--- src/rtl/bus6502_mem_bridge.sv ---
// bus6502_mem_bridge
//
// Bridges a 6502 core onto a request/acknowledge memory port. The bridge
// generates the CPU clock (cpu_phi) from the system clock and stretches the
// high phase until memory completes the access. Each CPU cycle walks
// LOW -> HIGH -> WAIT -> DONE -> LOW. The bridge also sequences the CPU reset
// and counts completed opcode fetches.
//
// Parameters
//   TIMEOUT       system cycles spent in WAIT before the access is abandoned (1..255)
//   RESET_CYCLES  CPU cycles cpu_res_n is held low after res (2..15)
//
// Ports
//   phi          in   system clock, rising edge
//   res          in   synchronous active-high reset
//   cpu_phi      out  generated CPU clock (phi0), registered
//   cpu_res_n    out  active-low reset to the CPU core
//   cpu_ab       in   CPU address bus
//   cpu_rw       in   CPU read (1) / write (0)
//   cpu_sync     in   CPU opcode-fetch indicator
//   cpu_dout     in   CPU write data
//   cpu_din      out  read data returned to the CPU
//   mem_req      out  memory request level, held until ack or timeout
//   mem_we       out  1 = write access
//   mem_addr     out  access address
//   mem_wdata    out  write data
//   mem_ack      in   one-cycle completion pulse
//   mem_rdata    in   read data, valid with mem_ack
//   bus_err      out  sticky timeout flag
//   instr_count  out  completed opcode-fetch CPU cycles (wraps)

module bus6502_mem_bridge #(
    parameter int TIMEOUT      = 255,
    parameter int RESET_CYCLES = 8
) (
    input  logic        phi,
    input  logic        res,
    output logic        cpu_phi,
    output logic        cpu_res_n,
    input  logic [15:0] cpu_ab,
    input  logic        cpu_rw,
    input  logic        cpu_sync,
    input  logic [7:0]  cpu_dout,
    output logic [7:0]  cpu_din,
    output logic        mem_req,
    output logic        mem_we,
    output logic [15:0] mem_addr,
    output logic [7:0]  mem_wdata,
    input  logic        mem_ack,
    input  logic [7:0]  mem_rdata,
    output logic        bus_err,
    output logic [31:0] instr_count
);

    typedef enum logic [1:0] {
        ST_LOW,
        ST_HIGH,
        ST_WAIT,
        ST_DONE
    } state_t;

    // The wait counter is compared against TIMEOUT-1 while still in WAIT, so
    // the cycle in which it would step to TIMEOUT is the last WAIT cycle:
    // exactly TIMEOUT WAIT cycles are spent before giving up.
    localparam logic [7:0] TIMEOUT_LAST = 8'(TIMEOUT - 1);
    localparam logic [3:0] RESET_LAST   = 4'(RESET_CYCLES - 1);

    state_t      state;
    logic        sync_q;
    logic [7:0]  wait_cnt;
    logic [3:0]  rst_cnt;

    // Single-process FSM. cpu_phi is written together with the next state so
    // it is a clean register output: 0 only while the FSM sits in LOW.
    // In WAIT an acknowledge is checked before the timeout so that an ack
    // arriving in the final allowed cycle completes normally.
    // The CPU reset counter advances once per DONE until RESET_CYCLES CPU
    // cycles have completed; the DONE that releases cpu_res_n does not count
    // an opcode fetch because it still sees cpu_res_n low.
    always_ff @(posedge phi) begin
        if (res) begin
            state       <= ST_LOW;
            cpu_phi     <= 1'b0;
            cpu_res_n   <= 1'b0;
            cpu_din     <= 8'h00;
            mem_req     <= 1'b0;
            mem_we      <= 1'b0;
            mem_addr    <= 16'h0000;
            mem_wdata   <= 8'h00;
            bus_err     <= 1'b0;
            instr_count <= 32'd0;
            sync_q      <= 1'b0;
            wait_cnt    <= 8'd0;
            rst_cnt     <= 4'd0;
        end else begin
            case (state)
                ST_LOW: begin
                    state   <= ST_HIGH;
                    cpu_phi <= 1'b1;
                end

                ST_HIGH: begin
                    mem_addr  <= cpu_ab;
                    mem_we    <= ~cpu_rw;
                    mem_wdata <= cpu_dout;
                    sync_q    <= cpu_sync;
                    mem_req   <= 1'b1;
                    wait_cnt  <= 8'd0;
                    state     <= ST_WAIT;
                end

                ST_WAIT: begin
                    if (mem_ack) begin
                        mem_req <= 1'b0;
                        if (!mem_we) begin
                            cpu_din <= mem_rdata;
                        end
                        state <= ST_DONE;
                    end else if (wait_cnt == TIMEOUT_LAST) begin
                        mem_req  <= 1'b0;
                        bus_err  <= 1'b1;
                        wait_cnt <= wait_cnt + 8'd1;
                        if (!mem_we) begin
                            cpu_din <= 8'hFF;
                        end
                        state <= ST_DONE;
                    end else begin
                        wait_cnt <= wait_cnt + 8'd1;
                    end
                end

                ST_DONE: begin
                    if (sync_q && cpu_res_n) begin
                        instr_count <= instr_count + 32'd1;
                    end
                    if (!cpu_res_n) begin
                        rst_cnt <= rst_cnt + 4'd1;
                        if (rst_cnt == RESET_LAST) begin
                            cpu_res_n <= 1'b1;
                        end
                    end
                    state   <= ST_LOW;
                    cpu_phi <= 1'b0;
                end

                default: begin
                    state   <= ST_LOW;
                    cpu_phi <= 1'b0;
                end
            endcase
        end
    end

endmodule

--- config.mk ---
export PLATFORM = sky130hd
export DESIGN_NAME = bus6502_mem_bridge
export DESIGN_NICKNAME = d
export VERILOG_FILES = /design/src/rtl/bus6502_mem_bridge.sv
export SDC_FILE = /design/constraint.sdc
export NUM_CORES = 1
export LEC_CHECK = 0
export BUFFER_PORTS_ARGS = -buffer_cell sky130_fd_sc_hd__buf_2
export CORE_MARGIN = 2
export CORE_UTILIZATION = 30
export CTS_BUF_LIST = sky130_fd_sc_hd__clkbuf_8
export CTS_CLUSTER_DIAMETER = 60
export DETAILED_ROUTE_END_ITERATION = 8
export PLACE_DENSITY_LB_ADDON = 0.3
export SKIP_CTS_REPAIR_TIMING = 1
export SLEW_MARGIN = 20
export SYNTH_ARGS = -nofsm -noshare
export SYNTH_HDL_FRONTEND = slang
export SYNTH_SLANG_ARGS = --single-unit
--- constraint.sdc ---
create_clock -name phi -period 4.9 [get_ports phi]
set_clock_uncertainty 0.1 [all_clocks]
set_input_delay 0.245 -clock phi [delete_from_list [all_inputs] [get_ports phi]]
set_output_delay 0.245 -clock phi [all_outputs]
set_load 0.01 [all_outputs]
# After elaboration in Yosys (flattened, before gate mapping)
# Index checks and enable logic that the tools add are counted.
[classes] addsub=3 eq_ne=9 n_mux=15 bitwise_logic=3 reduce_logical=11
[ops] cell="8-bit two-way mux" count=5
[ops] cell="32-bit by 1-bit adder with 32-bit output, second input constant" count=1
[ops] cell="8-bit case mux with 2 select lines" count=1
[ops] cell="8-bit by 1-bit adder with 8-bit output, second input constant" count=1
[ops] cell="8-bit equality test, second input constant" count=1
[ops] cell="2-bit case mux with 4 select lines" count=1
[ops] cell="2-bit AND reduction" count=4
[ops] cell="2-bit inequality test, second input constant" count=3
[ops] cell="2-bit nonzero test" count=3
[ops] cell="4-bit by 1-bit adder with 4-bit output, second input constant" count=1
[ops] cell="2-bit equality test, second input constant" count=2
[ops] cell="4-bit by 3-bit equality test with 1-bit output, second input constant" count=1
[ops] cell="1-bit two-way mux" count=4
[ops] cell="2-bit two-way mux" count=2
[ops] cell="1-bit case mux with 2 select lines" count=2
[ops] cell="4-bit AND reduction" count=1
[ops] cell="3-bit inequality test, second input constant" count=1
[ops] cell="1-bit NOT" count=3
[ops] cell="3-bit AND reduction" count=1
[ops] cell="2-bit by 1-bit equality test with 1-bit output, second input constant" count=1
[ops] cell="2-bit zero test" count=1
[ops] cell="1-bit logical AND" count=1
[totals] register_bits=84 inputBits=37 output_inout_bits=69 word_cells=54

# Logic depth before layout (Yosys ltp)
# Gate-level depths: netlist (run 1).
[depth] ltp_word=4 depth_mapped=7 depth_no_buf=6

# Least setup slack after synthesis (run 1)
# Ideal clock, no wire load.
[synth_path] path_type="register -> register" start="register state[1]" end="register instr_count[23]" setup_time_ps=123 t_arrival_ps=2076 required_time_ps=4677 slack_ps=2601 path_stages_with_launch=6 n_path_buf=0 cell_sequence="dfxtp_1 ha_1 nand3_2 or4_4 or4_1 mux2_1"
[synth_between] elab_chain_cells=2
[synth_lines] element="from (decl)" line_no="68" rtl="state_t state;"
[synth_lines] element="from (signal assigned)" line_no="82" rtl="state <= ST_LOW;"
[synth_lines] element="from (signal assigned)" line_no="98" rtl="state <= ST_HIGH;"
[synth_lines] element="from (signal assigned)" line_no="109" rtl="state <= ST_WAIT;"
[synth_lines] element="2-bit equality test" line_no="96" rtl="case (state)"
[synth_lines] element="2-bit AND reduction (no source line)"
[synth_lines] element="to (signal assigned)" line_no="134" rtl="instr_count <= instr_count + 32'd1;"
[synth_lines] element="to (decl)" line_no="52" rtl="output logic [31:0] instr_count"
# Every way passes these cells.
# A chain may end at the register's enable or synchronous reset.

# Worst setup path in the final report (run 1)
# Ends and elaborated chain as after synthesis.

==> results_dict.tcl, run 1 <==
set metrics [dict create \
    path_max_fanout 22 \
    setup_ws_ns 2.29 \
    drtPass1Iterations 6 \
    design_area_um2 4450 \
    h-tree-depth 3 \
    rows 39 \
    grt_max_degree 71 \
    rsz0062_at_grt "false" \
    cts.reportedPaths.clkPinSlew_ns 0.09 \
    drive_above_1_share_pct 25.6 \
    io_pins 106 \
    clk_latency_ns 0.37 \
    syn_nets 440 \
    mostFrequentLayoutCell "buf_2" \
    grt_pass1_vias 2969 \
    maxCapViolations 0 \
    utilization_pct 38.7 \
    met2_usage_pct 19.8 \
    fin_nets 543 \
    antenna_found_initial 0 \
    tritoncts "done" \
    fp.dieW_um 113 \
    dieArea_um2 12700 \
    cts-root-buf "clkbuf_8" \
    pre_cts_ws_ns 2.29 \
    vias 3180 \
    cp-end-kind "flip-flop" \
    worstSetupStartpointType "flip-flop" \
    tightest_slew_ns 0.968 \
    finalMaxSlewViolations 0 \
    wl_per_cell_um 12.5 \
    synth_cell_types 39 \
    dieHeight_um 113 \
    path_class "flip-flop to flip-flop" \
    grtUsageTotal_pct 12.8 \
    hold_path_class "input port to flip-flop" \
    initial_utilization_pct 30.9 \
    slew_headroom_pct 35.0 \
    vdd_ir_drop_max_v 0.000190 \
    diodes 0 \
    clockBufferDepth 2 \
    dpl.hpwl_um 5480 \
    io_buffers 105 \
    hold_viol_final 0 \
    final_cell_mix "buf_2, dfxtp_1, nor2_1" \
    grt_busiest_layer "met2" \
    total_power_mw 1.73 \
    setup_tns_ns 0 \
    core_um2 11500 \
    use_met3_pct 6.11 \
    hold_ws_ns 0.00740 \
    place_area_um2 4190 \
    arrival_ns 2.77 \
    setup_violations 0 \
    met1_usage_pct 15.5 \
    cts_buffers 9 \
    yosysSeqAreaShare_pct 47.3 \
    pwr_density_cell_nw_per_um2 389 \
    ys_ff_latch 84 \
    status "finished with violations" \
    cts_sinks 84 \
    avgViaCountPerCell 4.92 \
    ant_nets 0 \
    yosys_warnings 0 \
    layout_min_cycle_time_ns 2.61 \
    syn2layout_area_growth_pct 25.1 \
    syn_area_um2 3560 \
    place_congestion 0.803 \
    synthCells 395 \
    nFillCells 1161 \
    required_ns 5.06 \
    drcViolationCount 5 \
    grt_pass1_wl_um 13400 \
    dr.first_iter.drc_count 244 \
    fmax_mhz 383 \
    violations "design-rule violations" \
    place_inst 624 \
    overflow 0 \
    drt-total-wl_um 8070 \
    fin_crit_sh_pct 53.3 \
    avgSynthCellArea_um2 9.01 \
    p_leak_nw 1.82 \
    fin_cells 646 \
]
[sequential cells by signal (all words and copies together) (netlist names), 2 cells and up]
name         count
rst_cnt          4
mem_wdata        8
wait_cnt         8
cpu_din          8
mem_addr        16
instr_count     32
state            2
[final timing paths]
path / to / slack (ns) / cells past startpoint / from
setup / recovery: instr_count[23]$_SDFFE_PP0P_ / 2.29 / 5 / state[1]$_SDFFE_PP0P_
hold / removal: sync_q$_SDFFE_PP0P_ / 0.007 / 3 / cpu_sync
hold reg to reg: cpu_din[3]$_SDFFE_PP0P_ / 0.37 / 1 / cpu_din[3]$_SDFFE_PP0P_
setup reg to reg: instr_count[23]$_SDFFE_PP0P_ / 2.29 / 5 / state[1]$_SDFFE_PP0P_
[cell families (layout without fill, tap and decap cells)]
| family | after synthesis | count (layout) | share of synthesized area, % |
|---|---|---|---|
| compound gates | 73 | 73 | 12.3 |
| fa+ha+maj | 8 | 8 | 2.81 |
| xor+xnor | 12 | 12 | 2.95 |
| simple gates | 158 | 158 | 22.7 |
| buf+inv | 30 | 138 | 3.41 |
| flops | 84 | 84 | 47.3 |
| mux | 30 | 30 | 8.54 |
[synth_stat cells (all sizes together)]
cell type	number	area, um^2
nand2	18	67.6
and2	1	6.26
a41oi	1	8.76
o21ai	12	60.1
buf	5	27.5
xor2	3	26.3
mux2i	27	270
ha	8	100
a31oi	1	6.26
o31ai	12	90.1
and4	3	26.3
nand3b	1	7.51
clkbuf	15	56.3
nand2b	3	18.8
or2	1	6.26
nor3	5	25.0
a311oi	1	8.76
dfxtp	84	1680
inv	10	37.5
and4b	1	10.0
nand3	8	45.0
nor2	68	255
o211ai	2	15.0
nand4	14	93.8
a21oi	33	165
o21a	8	60.1
and3	3	18.8
mux2	3	33.8
nor2b	3	18.8
or4	17	135
xnor2	9	78.8
a211oi	3	22.5
or3	12	75.1
[per-layer routing]
| layer | share of wire (%) | wire length [um] |
|---|---|---|
| met5 | 0 | 0 |
| met4 | 1.7 | 140 |
| met3 | 8.7 | 699 |
| met1 | 45 | 3640 |
| met2 | 45 | 3590 |
[critical path: stages (launching register included)]
cell and delay [ns]:
dfxtp_1 0.38, ha_1 0.31, nand3_2 0.16, or4_4 0.66, or4_1 0.56, mux2_1 0.31
[cell type report]
| cell class | count | area [um^2] | area share, % |
|---|---|---|---|
| clock buffers | 10 | 138 | 3.09 |
| clock inverters | 6 | 65.1 | 1.46 |
| inverters | 10 | 37.5 | 0.843 |
| multi-input cells | 281 | 1760 | 39.5 |
| flip-flops and latches | 84 | 1680 | 37.8 |
| well taps | 143 | 179 | 4.02 |
| repair buffers | 112 | 593 | 13.3 |
[report_power, final]
part	internal [mW]	switching, mW	leakage [nW]	total [mW]
clock network	0.248	0.256	0.0959	0.504
logic	0.189	0.233	1.04	0.422
registers	0.762	0.0438	0.681	0.806
total	1.20	0.533	1.82	1.73
No activity file was read; power rests on OpenSTA's default activity.
==> run 2, diff against run 1 <==
ABC_AREA = 1   (was default)
clock period = 2.6 ns   (was 4.9 ns; I/O delays follow)
==> results_dict.tcl, run 2 <==
set metrics [dict create \
    rrSetupSlack_ns 0.69 \
    synth_fa_ha_area_share_pct 2.55 \
    setup_tns_ns 0 \
    largest_reg_flops 32 \
    fin_crit_sh_pct 73.5 \
    crit_path_frequent_cell "inv_1" \
    slew_headroom_pct 68.1 \
    register_area_um2 1680 \
    fmax_mhz 524 \
    synth_cell_types 29 \
    worstSetupStartpointType "flip-flop" \
    synth_area_leaders "dfxtp_1, nor2_1, nand2_1" \
    core_um2 12700 \
    path_max_fanout 13 \
    arrival_ns 2.07 \
    clk_latency_ns 0.37 \
    place_congestion 0.841 \
    final_cell_mix "nor2_1, buf_2, nand2_1" \
    cts-root-buf "clkbuf_8" \
    utilization_pct 40.1 \
    synth_largest_area_cell "dfxtp_1" \
    synth-edff-count 0 \
    place_inst 830 \
    clockBufferDepth 2 \
    synth_top_area_share_pct 42.9 \
    cp_top_family "adder cells" \
    synth-xor-area-share_pct 0.670 \
    mostFrequentLayoutCell "nor2_1" \
    initial_utilization_pct 31.0 \
    synth_compound_area_share_pct 11.4 \
    yosys_warnings 0 \
    rsz0062_at_grt "false" \
    vias 3989 \
    setup_ws_ns 0.690 \
    vdd_ir_drop_max_v 0.000588 \
    io_pins 106 \
    dieArea_um2 14000 \
    cp-end-kind "flip-flop" \
    fin_nets 740 \
    top_register "instr_count" \
    dr.first_iter.drc_count 217 \
    cp_cell_sequence "inv_1 -> ha_1 -> nand2_2 -> inv_1 -> nand2_1 -> inv_1 -> nand2_1 -> o21ai_0 -> a21oi_1" \
    pwr_density_cell_nw_per_um2 673 \
    p_leak_nw 2.27 \
    setup_violations 0 \
    synthMuxAreaShare_pct 0 \
    r2r-end "wait_cnt[6]$_SDFFE_PP0P_" \
    slowest_stage "ha_1" \
    diodes 0 \
    h-tree-depth 3 \
    multi_input_area_um2 1910 \
    dpl.hpwl_um 7320 \
    fp.dieW_um 118 \
    drive_above_1_share_pct 21.1 \
    syn_nets 611 \
    hp-start "mem_rdata[6]" \
    drt-total-wl_um 10400 \
    fin_cells 872 \
    required_ns 2.76 \
    hold_viol_final 0 \
    synth_most_common_cell "nor2_1" \
    wl_per_cell_um 11.9 \
    yosysSeqAreaShare_pct 42.9 \
    avgViaCountPerCell 4.57 \
    synthCells 566 \
    drcViolationCount 0 \
    tritoncts "done" \
    cts_buffers 9 \
    pre_cts_ws_ns 0.737 \
    drtPass1Iterations 5 \
    io_buffers 105 \
    syn_area_um2 3920 \
    slowest_delay_ns 0.46 \
    ys_top_cells_by_count "nor2_1, nand2_1, dfxtp_1, inv_1, o21ai_0" \
    finalMaxSlewViolations 0 \
    path_class "flip-flop to flip-flop" \
    overflow 0 \
    grtUsageTotal_pct 14.5 \
    async_reset_ff_share_pct 0 \
    syn2layout_area_growth_pct 29.6 \
    grt_max_degree 60 \
    hold_path_class "input port to flip-flop" \
    cts.reportedPaths.clkPinSlew_ns 0.09 \
    rows 41 \
    maxCapViolations 0 \
    yosys.area_share.simple_pct 34.1 \
    r2r-start "state[0]$_SDFFE_PP0P_" \
    avgSynthCellArea_um2 6.93 \
    ant_nets 0 \
    synth_top_family_by_area "simple AND/OR/NAND/NOR gates" \
    layout_min_cycle_time_ns 1.91 \
    tightest_slew_ns 0.478 \
    dieHeight_um 118 \
    path_buf_inv 3 \
    nFillCells 1334 \
    grt_pass1_wl_um 16800 \
    ff2ff_path_depth 9 \
    holdPathEnd "cpu_din[6]$_SDFFE_PP0P_" \
    ys.flop_type "dfxtp_1" \
    hold_depth 5 \
    status "finished clean" \
    grt_pass1_vias 3559 \
    top_regs "instr_count x32, mem_addr x16" \
    antenna_found_initial 0 \
    cts_sinks 84 \
    ys_ff_latch 84 \
]
[run 2: final cells by class]
class / count / share of cell area, %
inverter: 71 / 5.24
timing repair buffer: 134 / 16.1
clock buffer: 9 / 2.44
multi-input combinational: 395 / 37.5
clock inverter: 7 / 1.33
sequential: 84 / 33.1
tap: 172 / 4.23
[run 2: metal layers]
metal | track usage, % | up-vias | wire length, um
met5 | 0 | - | 0
met4 | 5.57 | 0 | 161
met3 | 3.96 | 15 | 614
met2 | 23.2 | 108 | 4870
met1 | 18.5 | 1796 | 4770
li1 | - | 2070 | -
[run 2: how the worst max path moves through the flow]
| stage | from | endpoint | slack, ns | cells after the start |
|---|---|---|---|---|
| 2_1_floorplan | state[1]$_SDFFE_PP0P_ | wait_cnt[3]$_SDFFE_PP0P_ | 1.06 | 8 |
| 3_3_place_gp | state[0]$_SDFFE_PP0P_ | wait_cnt[6]$_SDFFE_PP0P_ | 0.78 | 9 |
| 3_5_place_dp | state[0]$_SDFFE_PP0P_ | wait_cnt[6]$_SDFFE_PP0P_ | 0.74 | 9 |
| 4_1_cts | state[0]$_SDFFE_PP0P_ | wait_cnt[6]$_SDFFE_PP0P_ | 0.71 | 9 |
| 5_1_grt | state[0]$_SDFFE_PP0P_ | wait_cnt[6]$_SDFFE_PP0P_ | 0.48 | 9 |
| 6_report | state[0]$_SDFFE_PP0P_ | wait_cnt[6]$_SDFFE_PP0P_ | 0.69 | 9 |
[run 2: kinds of logic after synthesis]
logic type      after synthesis
xor+xnor                      3
compound gates               86
flops                        84
fa+ha+maj                     8
simple gates                298
buf+inv                      87
[run 2: worst register-to-register path: stages, from the launching register on]
cell and delay, ns:
dfxtp_1 0.35, inv_1 0.10, ha_1 0.46, nand2_2 0.22, inv_1 0.16, nand2_1 0.08, inv_1 0.07, nand2_1 0.06
o21ai_0 0.15, a21oi_1 0.05
[run 2: per-stage QoR]
| step | hold slack (ns) | power [mW] | area (um^2) |
|---|---|---|---|
| floorplan | 0.123 | 2.16 | 3920 |
| global placement | 0.222 | 2.47 | 4630 |
| detailed placement | 0.227 | 2.50 | 4630 |
| CTS | -0.185 | 3.44 | 4820 |
| global route | 0.0251 | 3.68 | 5080 |
| finish | 0.0105 | 3.42 | 5080 |
[run 2: report_power, final]
part | internal, mW | switching (mW) | leakage [nW]
Clock | 0.438 | 0.483 | 0.0910
Sequential | 1.49 | 0.115 | 0.683
Combinational | 0.332 | 0.562 | 1.50
==> run 3, diff against run 2 <==
clock period = 1.9 ns   (was 2.6 ns; I/O delays follow)
==> results_dict.tcl, run 3 (same netlist as run 2, synthesis figures left out) <==
set metrics [dict create \
    dieHeight_um 118 \
    rows 41 \
    final_cell_mix "nor2_1, buf_2, nand2_1" \
    tightest_slew_ns 0.422 \
    place_congestion 0.874 \
    register_area_um2 1680 \
    fin_crit_sh_pct 91.0 \
    tritoncts "done" \
    vias 4053 \
    setup_violations 0 \
    place_inst 834 \
    cts-root-buf "clkbuf_8" \
    cts_sinks 84 \
    rsz0062_at_grt "false" \
    status "finished with violations" \
    cts_buffers 9 \
    finalMaxSlewViolations 0 \
    vdd_ir_drop_max_v 0.000472 \
    dieArea_um2 14000 \
    pwr_density_cell_nw_per_um2 952 \
    grtUsageTotal_pct 15.3 \
    slowest_delay_ns 0.39 \
    drive_above_1_share_pct 22.0 \
    io_pins 106 \
    dpl.hpwl_um 7560 \
    wl_per_cell_um 12.1 \
    crit_path_frequent_cell "nand2_1" \
    pre_cts_ws_ns 0.144 \
    top_regs "instr_count x32, mem_addr x16" \
    hold_viol_final 4 \
    cts.reportedPaths.clkPinSlew_ns 0.09 \
    nFillCells 1307 \
    slew_headroom_pct 71.9 \
    clk_latency_ns 0.36 \
    syn2layout_area_growth_pct 31.6 \
    setup_ws_ns 0.171 \
    setup_tns_ns 0 \
    multi_input_area_um2 1920 \
    utilization_pct 40.7 \
    core_um2 12700 \
    grt_pass1_vias 3778 \
    diodes 0 \
    slowest_stage "dfxtp_1" \
    layout_min_cycle_time_ns 1.73 \
    initial_utilization_pct 31.0 \
    cp_cell_sequence "ha_2 -> nand3_4 -> nor2_1 -> nand2_1 -> nor2_2 -> nand3_1 -> nand2_1 -> nand2_1 -> nor2_1" \
    fmax_mhz 578 \
    drt-total-wl_um 10600 \
    mostFrequentLayoutCell "nor2_1" \
    fin_cells 878 \
    drtPass1Iterations 4 \
    fp.dieW_um 118 \
    h-tree-depth 3 \
    worstSetupStartpointType "flip-flop" \
    grt_pass1_wl_um 17700 \
    overflow 0 \
    drcViolationCount 0 \
    hold_ws_ns -0.0115 \
    dr.first_iter.drc_count 231 \
    maxCapViolations 0 \
    hold_path_class "input port to flip-flop" \
    io_buffers 105 \
    path_class "flip-flop to flip-flop" \
    grt_max_degree 46 \
    required_ns 2.10 \
    path_max_fanout 8 \
    cp-end-kind "flip-flop" \
    largest_reg_flops 32 \
    arrival_ns 1.93 \
    top_register "instr_count" \
    violations "negative hold slack" \
    avgViaCountPerCell 4.62 \
    fin_nets 746 \
    antenna_found_initial 0 \
    ant_nets 0 \
    clockBufferDepth 2 \
    p_leak_nw 2.31 \
]
-- run 3: path summary, 6_finish.rpt --
check	slack [ns]	startpoint	cells past startpoint	endpoint
setup / recovery	0.17	state[1]$_SDFFE_PP0P_	9	instr_count[31]$_SDFFE_PP0P_
hold / removal	-0.01	mem_rdata[3]	5	cpu_din[3]$_SDFFE_PP0P_
setup reg to reg	0.17	state[1]$_SDFFE_PP0P_	9	instr_count[31]$_SDFFE_PP0P_
hold reg to reg	0.35	cpu_din[6]$_SDFFE_PP0P_	2	cpu_din[6]$_SDFFE_PP0P_
-- run 3: layer usage --
metal | up-vias | routed length (um) | track usage (%)
met3 | 15 | 496 | 3.62
met1 | 1841 | 4920 | 19.2
li1 | 2092 | - | -
met4 | 0 | 195 | 6.02
met5 | - | 0 | 0
met2 | 105 | 5030 | 25.2
-- run 3: through the flow --
step | cell area (um^2) | hold slack [ns] | power, mW
floorplan | 3920 | 0.0885 | 2.95
global placement | 4650 | 0.175 | 3.41
detailed placement | 4650 | 0.184 | 3.45
CTS | 4870 | -0.216 | 4.92
global route | 5160 | 0.00739 | 5.24
finish | 5160 | -0.0115 | 4.92
-- run 3: area by class of cell --
cell class	count	area share, %
multi-input cells	395	37.1
flip-flops and latches	84	32.6
repair buffers	140	16.6
inverters	71	5.16
well taps	172	4.17
clock buffers	10	2.67
clock inverters	6	1.70
-- run 3: worst max-delay path: cells and delay by family (launching register included) --
family	cells	cell delay, ns
DFF	1	0.39
adders and majority gates	1	0.26
and+or+nand+nor	8	0.92
-- run 3: report_power, final --
group	total [mW]	internal, mW	switching (mW)
Combinational	1.26	0.476	0.783
Clock	1.45	0.774	0.680
Sequential	2.20	2.04	0.160
Total	4.92	3.29	1.62
